==> config.mk <==
export PLATFORM = sky130hd
export DESIGN_NAME = piso_serializer
export DESIGN_NICKNAME = d
export VERILOG_FILES = /design/src/rtl/piso_serializer.sv
export SDC_FILE = /design/constraint.sdc
export NUM_CORES = 1
export LEC_CHECK = 0
export ABC_AREA = 1
export CAP_MARGIN = 20
export CORE_MARGIN = 3
export CORE_UTILIZATION = 55
export CTS_BUF_LIST = sky130_fd_sc_hd__clkbuf_16
export DETAILED_ROUTE_END_ITERATION = 7
export DONT_BUFFER_PORTS = 1
export PLACE_DENSITY = 0.69
export SYNTH_ARGS = -nofsm -noshare
export SYNTH_HDL_FRONTEND = slang
export SYNTH_SLANG_ARGS = --single-unit
export TNS_END_PERCENT = 1
==> constraint.sdc <==
create_clock -name clk -period 3.6 [get_ports clk]
set_input_delay 0.36 -clock clk [delete_from_list [all_inputs] [get_ports clk]]
set_output_delay 0.36 -clock clk [all_outputs]
set_load 0.03 [all_outputs]
==> src/rtl/piso_serializer.sv <==
// piso_serializer
//   Parallel-in/serial-out stage that feeds the sequence-detector FSMs.
//   Accepts WIDTH-bit words over a valid/ready handshake and drives one bit per
//   clk on x. A one-word holding register lets consecutive words stream with
//   no idle gap. A 16-bit counter records completed words.
// Parameters
//   WIDTH      word width, 2..32
//   MSB_FIRST  1: bit WIDTH-1 leaves first, 0: bit 0 leaves first
//   IDLE_BIT   level on x while nothing is being shifted
// Ports
//   clk        clock, all state changes on posedge
//   rst        synchronous active-high reset
//   din        parallel word, sampled on accept
//   din_valid  upstream offers din
//   din_ready  holding register free and not in reset
//   x          serial bit (shreg head in SHIFT, IDLE_BIT otherwise)
//   x_valid    x carries a data bit
//   busy       x_valid | hold_full
//   word_cnt   fully transmitted words, wraps silently
module piso_serializer #(
    parameter int WIDTH     = 8,
    parameter bit MSB_FIRST = 1'b1,
    parameter bit IDLE_BIT  = 1'b0
) (
    input  logic             clk,
    input  logic             rst,
    input  logic [WIDTH-1:0] din,
    input  logic             din_valid,
    output logic             din_ready,
    output logic             x,
    output logic             x_valid,
    output logic             busy,
    output logic [15:0]      word_cnt
);
    localparam int CW = $clog2(WIDTH);
    localparam logic [CW-1:0] LAST = CW'(WIDTH - 1);

    typedef enum logic {IDLE, SHIFT} state_t;

    state_t           state, state_nx;
    logic [WIDTH-1:0] shreg, shreg_nx;
    logic [WIDTH-1:0] hold, hold_nx;
    logic             hold_full, hold_full_nx;
    logic [CW-1:0]    cnt, cnt_nx;
    logic [15:0]      word_cnt_nx;
    logic [WIDTH-1:0] shifted;
    logic             head;
    logic             accept;
    logic             last_bit;

    // din_ready depends only on state and rst, so din/din_valid never reach
    // an output combinationally.
    assign din_ready = ~hold_full & ~rst;
    assign accept    = din_valid & din_ready;
    assign last_bit  = (state == SHIFT) && (cnt == LAST);

    assign head    = MSB_FIRST ? shreg[WIDTH-1] : shreg[0];
    assign shifted = MSB_FIRST ? {shreg[WIDTH-2:0], 1'b0} : {1'b0, shreg[WIDTH-1:1]};

    assign x_valid = (state == SHIFT);
    assign x       = x_valid ? head : IDLE_BIT;
    assign busy    = x_valid | hold_full;

    always_comb begin
        state_nx     = state;
        shreg_nx     = shreg;
        hold_nx      = hold;
        hold_full_nx = hold_full;
        cnt_nx       = cnt;
        word_cnt_nx  = word_cnt;
        case (state)
            IDLE: begin
                if (accept) begin
                    shreg_nx = din;
                    cnt_nx   = '0;
                    state_nx = SHIFT;
                end
            end
            SHIFT: begin
                shreg_nx = shifted;
                cnt_nx   = cnt + 1'b1;
                if (last_bit) begin
                    word_cnt_nx = word_cnt + 16'd1;
                    // Held word wins over a new offer; hold_full also blocks
                    // accept here, so the two never collide.
                    if (hold_full) begin
                        shreg_nx     = hold;
                        hold_full_nx = 1'b0;
                        cnt_nx       = '0;
                    end else if (accept) begin
                        shreg_nx = din;
                        cnt_nx   = '0;
                    end else begin
                        state_nx = IDLE;
                        cnt_nx   = '0;
                    end
                end else if (accept) begin
                    hold_nx      = din;
                    hold_full_nx = 1'b1;
                end
            end
            default: state_nx = IDLE;
        endcase
    end

    always_ff @(posedge clk) begin
        if (rst) begin
            state     <= IDLE;
            cnt       <= '0;
            shreg     <= '0;
            hold_full <= 1'b0;
            word_cnt  <= '0;
        end else begin
            state     <= state_nx;
            cnt       <= cnt_nx;
            shreg     <= shreg_nx;
            hold_full <= hold_full_nx;
            word_cnt  <= word_cnt_nx;
        end
    end

    // Payload only; hold_full qualifies it.
    always_ff @(posedge clk) begin
        hold <= hold_nx;
    end
endmodule
* After elaboration in Yosys (flattened, before gate mapping)
Index checks and enable logic that the tools add are counted.
Operators by class: reductions and logical operators 5, muxes and demuxes 15, bitwise logic cells 7, add/sub/neg operators 2, equality and inequality tests 2
Operators with widths (number):
- two-way mux 8 bit | 4
- adder 16 x 1 -> 16 bit (second input constant) | 1
- case mux 8 bit (2 select lines) | 1
- two-way mux 1 bit | 6
- two-way mux 3 bit | 2
- case mux 3 bit (2 select lines) | 1
- NOT 1 bit | 4
- AND reduction 2 bit | 2
- adder 3 x 1 -> 3 bit (second input constant) | 1
- == test 3 bit (second input constant) | 1
- AND reduction 3 bit | 1
- bitwise AND 1 bit | 2
- != test 2 bit (second input constant) | 1
- case mux 1 bit (2 select lines) | 1
- nonzero test 2 bit | 1
- logical AND 1 bit | 1
- bitwise OR 1 bit | 1
Word-level totals: flip-flop bits (word level) 37, input port bits 11, word-level logic and storage cells 37, output and inout port bits 20

* Depth between registers and ports, before layout
depth after elaboration 7, gate-level depth with buffers 9, gate-level depth less buffers 9

* Least setup slack after synthesis
Ideal clock, no wire load.
path kind register to register, start register state, in the netlist x_valid, end register hold[0], enable pin, slack 1.816 ns, path buffers 0, clock period less this slack 1.784 ns, setup time 0.370 ns, required time 3.230 ns, arrival 1.414 ns, stages on the path, launching flop included 4, cell sequence dfxtp_1 -> inv_2 -> or2_4 -> nor2_1
Between the ends: word-level cells in the longest chain between the ends 3
RTL lines:
- from (decl) | RTL line 40 | state_t state, state_nx;
- from (signal assigned) | RTL line 114 | state <= state_nx;
- logical AND 1 bit | RTL line 55 | assign last_bit = (state == SHIFT) && (cnt == LAST);
- NOT 1 bit (no source line)
- AND reduction 3 bit (no source line) *
- to (signal assigned) | RTL line 124 | hold <= hold_nx;
- to (decl) | RTL line 42 | logic [WIDTH-1:0] hold, hold_nx;
Every way passes the cells marked *; elsewhere a longest branch is shown, timed or not. A chain may end at the register's enable or synchronous reset.

* Final worst setup path
start register state, in the netlist x_valid, end register hold[2], enable pin
The elaborated chain is that of the path after synthesis.

==> out/qor.csv <==
metric,value,unit
"antenna viol nets, final",0,
"Avg Cell Area, Syn",8.03,sq um
die width,63.4,um
Tmin final,2.02,ns
Setup CP Type,flop to flop,
Synth top area share,32.0,%
Net Sw Power,204,uW
Worst setup SP type,flop,
final core utilization,65.2,%
pwr dens,484,mW/mm^2
net count after synthesis,240,
Routed Wire Length,3740,um
site row count,20,
unrepaired setup endpoints after global routing,no,
Filler Cell Count,280,
Final #Nets,244,
area delta synth->final,11.5,%
Hold Path Class,input pin to flop,
H-tree Lvls,2,
Peak VDD IR,0.323,mV
vias per cell,5.51,
sequential fraction of the synthesis area,45.2,%
Worst Max-Slew Pin Slew,0.608,ns
CTS tree,yes,
internal power,775,uW
CTS Sinks,37,
"Period Utilization, post-route",56.2,%
Switching Share,20.9,%
clock transition at the registers of the reported paths,0.05,ns
final worst setup slack,1.58,ns
Fin. Hold Viols,0,
"worst slack, placed",1.57,ns
logic gate share of total power,5.1,%
LEAKAGE,0.000870,uW
"Warnings, synthesis",0,
Clock power frac,49.3,%
chip height,63.4,um
GRT Total Usage,20.3,%
data required time of the worst path,3.51,ns
Critical Path AT,1.93,ns
starting density of the core,58.5,%
max_cap viols,0,
final setup fails,0,
Ports,31,
post-synthesis register bit count,37,
hold_buf cts,0,
register area,821,sq um
dpl hpwl,2740,um
"Slew Viols, Final",0,
Worst Setup End Kind,flop,
Clock Latency Late Sink,0.28,ns
I/O Buffers,0,
initial antenna violation count,0,
Resize count post-CTS,0,
Root Buffer,clkbuf_16,
TritonRoute pass-1 iters,4,
Remaining DRCs,0,
setup bufs post-CTS,0,
largest cells by area after synthesis,"dfxtp_1 32%, edfxtp_1 13%, nand2_1 9.3%",
Synth Instances,226,
Rel. slew slack,59.4,%
DR WL/cell,13.6,um
Hold Slack,0.149,ns
mapped cell area,0.00181,sq mm
CTS Buf Count,5,
routed via count,1515,
Synth area leader,dfxtp_1,
Max Root-Sink Buffers,2,
Multi-input gate area,893,sq um
GR Overflow Total,0,
Core ar.,0.00310,sq mm
Yosys cell types,38,
drt initial violations,50,
status,"complete, no violations",
Sequential Power Share,45.6,%
clock skew,0.00384,ns
"critical path fanouts, max",8,
largest net degree at the start of global routing,17,
global-route wire length before repair,6460,um
layout cells sized above 1,12.1,%
die area,0.00402,sq mm
vias in the first global route,1462,
# diodes,0,
f_max,494,MHz
Final TNS setup,0,ns
total power,979,uW
routability cong.,0.880,
[routing by layer]
layer / part of all wire, % / GRT usage [%] / vias to the layer above
met3: 5.6 / 6.06 / 2
li1: - / - / 765
met2: 47 / 33.0 / 52
met1: 47 / 24.7 / 696
met5: 0 / 0 / -
met4: 0.64 / 8.63 / 0
[flip-flops by register name, indices dropped and copies added (netlist names)]
signal and flops:
word_cnt 16, cnt 3, hold 8, hold_full 1, shreg 8, x_valid 1
[worst max-delay path, stage by stage (launching register included)]
cell,delay (ns)
dfxtp_1,0.70
inv_2,0.19
or2_4,0.29
nor2_1,0.47
[area by class of cell]
class	instances	share of cell area, %
Inverter	23	4.33
Clock buffer	5	6.18
Tap cell	44	2.72
Clock inverter	3	2.04
Multi-Input combinational cell	163	44.2
Sequential cell	37	40.6
[power by group through the flow]
| stage | registers, uW | logic, uW | clock network, uW |
|---|---|---|---|
| 2_1_floorplan | 453 | 41.7 | 0 |
| 3_3_place_gp | 455 | 47.6 | 0 |
| 3_5_place_dp | 455 | 48.7 | 0 |
| 4_1_cts | 447 | 49.3 | 496 |
| 5_1_grt | 448 | 56.9 | 510 |
| 6_report | 447 | 49.6 | 483 |
[logic make-up after synthesis]
group	after synthesis	share of synthesized area [%]
AOI/OAI and AO/OA	49	16.1
xor gates and xnor gates	2	0.966
adders and majority gates	3	2.07
buffers and inverters	26	5.52
DFF	37	45.2
and+or+nand+nor	109	30.1
[cells in the mapped netlist (all sizes together)]
cell type / number
nor4: 1
a21oi: 20
ha: 3
nor3: 2
or2: 7
o21bai: 1
clkbuf: 1
nor3b: 1
a31oi: 2
xnor2: 1
inv: 22
buf: 2
nand4: 4
edfxtp: 8
nand2: 49
nand3: 7
nor2: 38
a22oi: 6
dfxtp: 29
a211oi: 1
o211ai: 6
o21a: 1
xor2: 1
o21ai: 12
clkinv: 1
[placed cells by master, fill, tap and decap left out, types with 2 or more instances in the layout]
| master | n |
|---|---|
| nor3_1 | 2 |
| a21oi_1 | 19 |
| a22oi_1 | 6 |
| nand2_1 | 45 |
| nand4_1 | 3 |
| ha_1 | 3 |
| nor2_8 | 2 |
| o21ai_0 | 11 |
| or2_2 | 4 |
| nor2_1 | 33 |
| nand3_1 | 6 |
| edfxtp_1 | 8 |
| dfxtp_1 | 29 |
| nand2_2 | 2 |
| inv_1 | 21 |
| or2_1 | 2 |
| clkbuf_16 | 5 |
| o211ai_1 | 6 |
| nor2_2 | 2 |
| nand2_4 | 2 |
| a31oi_1 | 2 |
[per-stage QoR]
stage	cells	instance area, sq um
floorplan	226	1810
global placement	267	1860
detailed placement	267	1860
CTS	275	2020
global route	275	2020
finish	275	2020
[worst paths after layout]
kind                 from           to  slack [ns]  cells after the start
setup / recovery  x_valid      hold[2]        1.58                      3
hold / removal        rst  word_cnt[8]        0.15                      1
setup reg to reg  x_valid      hold[2]        1.58                      3
hold reg to reg    cnt[0]       cnt[0]        0.46                      1
Power figures use the tool's default switching activity.
==> RTL edit: new RTL, config.mk and constraints unchanged <==
The parameter `IDLE_BIT` goes from 1'b0 to 1'b1.
--- a/src/rtl/piso_serializer.sv
+++ b/src/rtl/piso_serializer.sv
@@ -21,5 +21,5 @@
     parameter int WIDTH     = 8,
     parameter bit MSB_FIRST = 1'b1,
-    parameter bit IDLE_BIT  = 1'b0
+    parameter bit IDLE_BIT  = 1'b1
 ) (
     input  logic             clk,
Behaviour: not the same (Yosys sat finds a counterexample within 4 cycles, from zero or initial values and one cycle with rst high).
==> RTL edit against the unedited design <==
- final cell count is 0.36% lower
- first-iteration DRC count up 88%
- die area increased by 0.17%
- final area decreased by 1.3%
- combinational power rose by 5.4%
- total power decreased by 7.5%
- sequential cell count did not move
- worst setup slack better by 0.016 ns
- synthesized cell count shrank 0.44%
- count of clock-buffer cells in the layout unchanged
- routed wire length is 4.0% higher
- clock power fell by 16%
- area after synthesis increased by 0.21%
- largest cell class unchanged
- largest power group is now registers
==> RTL edit: results (changes against the unedited design) <==
Route
The number of DRC markers in iteration 0 was 94 (was 50). The detailed-route wire length per cell was 14.20 µm (was 13.60 µm). The per-cell via count in the routed design is 5.642 (was 5.509).

The total number of vias is 1546 (was 1515). The number of iterations in the first detailed-routing pass is 5 (was 4).

Min path
The type of the tightest min-delay check is in -> reg (unchanged).

Global routing
The via count of the first global-routing pass is 1440 (was 1462). The met2 demand-to-capacity share in global routing is 32.46% (was 32.99%). The global-route wire length before repair was 6527 µm (was 6458 µm). The met3 usage in global routing was 8.378% (was 6.061%). The met1 layer usage reported by global route is 24.89% (was 24.75%).

The all-layer global routing usage is 20.85% (was 20.26%).

Layout
The layout cell share with drive strength beyond 1 is 13.04% (was 12.12%).

STA
The actual slew at the worst max-slew pin came to 0.6207 ns (was 0.6081 ns). The setup skew after layout came to 0.003673 ns (was 0.003839 ns).

Logic synthesis
The net count after synthesis is 239 (was 240). The mean instance size in the synthesized netlist came to 8.080 µm² (was 8.028 µm²). Ranking of synthesized cells by instance count: sky130_fd_sc_hd__nand2_1 (43), sky130_fd_sc_hd__nor2_1 (32), sky130_fd_sc_hd__dfxtp_1 (29) (was sky130_fd_sc_hd__nand2_1 (45), sky130_fd_sc_hd__nor2_1 (33), sky130_fd_sc_hd__dfxtp_1 (29)). The sequential element share of the synthesized area is 45.15% (was 45.24%). Cells taking the most area after synthesis: sky130_fd_sc_hd__dfxtp_1 (32%), sky130_fd_sc_hd__edfxtp_1 (13%), sky130_fd_sc_hd__nand2_1 (8.9%), sky130_fd_sc_hd__nor2_1 (6.6%), sky130_fd_sc_hd__a21oi_1 (5.2%) (was sky130_fd_sc_hd__dfxtp_1 (32%), sky130_fd_sc_hd__edfxtp_1 (13%), sky130_fd_sc_hd__nand2_1 (9.3%), sky130_fd_sc_hd__nor2_1 (6.8%), sky130_fd_sc_hd__a21oi_1 (5.2%)).

Place
The cell area reported after detailed placement came to 0.001861 mm² (was 0.001857 mm²). The sum of net half-perimeters after detailed placement is 2753 µm (was 2742 µm). The placement-stage worst setup slack came to 1.588 ns (was 1.566 ns). The final weighted congestion in routability-driven placement is 0.8206 (was 0.8803). The instance count after placement with tap cells included came to 266 (was 267).

Critical path
The largest stage delay on the critical path is 0.66 ns (was 0.70 ns). The largest driver fanout on the critical path is 9 (was 8).

Clocking
The clock transition time at the flip-flop clock pins of the worst setup and hold paths is 0.05 ns (about the same). The level count of the clock H-tree is 2 (unchanged).

Outcome
Run status: completed (unchanged).

Power and ir drop
The maximum vdd drop is 0.0002771 V (was 0.0003234 V). The leakage power of the design was 0.8578 nW (was 0.8696 nW).
-- RTL edit: cell count changes in the layout (fill, tap and decap cells not counted) --
cell	change
sky130_fd_sc_hd__bufinv_16	-1
sky130_fd_sc_hd__clkinvlp_4	-1
sky130_fd_sc_hd__inv_1	+1
sky130_fd_sc_hd__nand2_1	-2
sky130_fd_sc_hd__nand2_2	+1
sky130_fd_sc_hd__nor2_1	-1
sky130_fd_sc_hd__nor2_2	+1
sky130_fd_sc_hd__or2_1	-1
sky130_fd_sc_hd__or2_2	+2
-- RTL edit: final cells by class --
class | count | area, µm² | area share [%]
Clock buffer | 5 | 125.1 | 6.266
Clock inverter | 3 | 11.26 | 0.5639
Inverter | 22 | 83.83 | 4.198
Multi-Input combinational cell | 163 | 900.9 | 45.11
Sequential cell | 37 | 820.8 | 41.10
Tap cell | 44 | 55.05 | 2.757
-- RTL edit: cell families (layout without fill, tap and decap cells) --
logic type | after synthesis | after routing | share of synthesized area, %
AOI/OAI and AO/OA | 49 | 49 | 16.10
xor gates and xnor gates | 2 | 2 | 0.9637
adders and majority gates | 3 | 3 | 2.065
buffers and inverters | 25 | 30 | 5.298
DFF | 37 | 37 | 45.15
and+or+nand+nor | 109 | 109 | 30.42
-- RTL edit: per-layer routing --
layer,part of all wire [%],vias to the layer above
li1,-,764
met1,44,735
met2,49,38
met3,5.4,9
met4,1.9,0
met5,0,-
-- RTL edit: power breakdown --
group	switching, mW	internal (mW)
clock network	0.159	0.249
registers	0.0107	0.436
logic	0.0358	0.0164
total	0.205	0.701
-- RTL edit: path summary, 6_finish.rpt --
path / startpoint / to / slack (ns) / depth (start not counted)
max reg2reg: x_valid / hold[3] / 1.59 / 3
min reg2reg: cnt[0] / cnt[0] / 0.46 / 1
min: rst / cnt[2] / 0.15 / 1
max: x_valid / hold[3] / 1.59 / 3
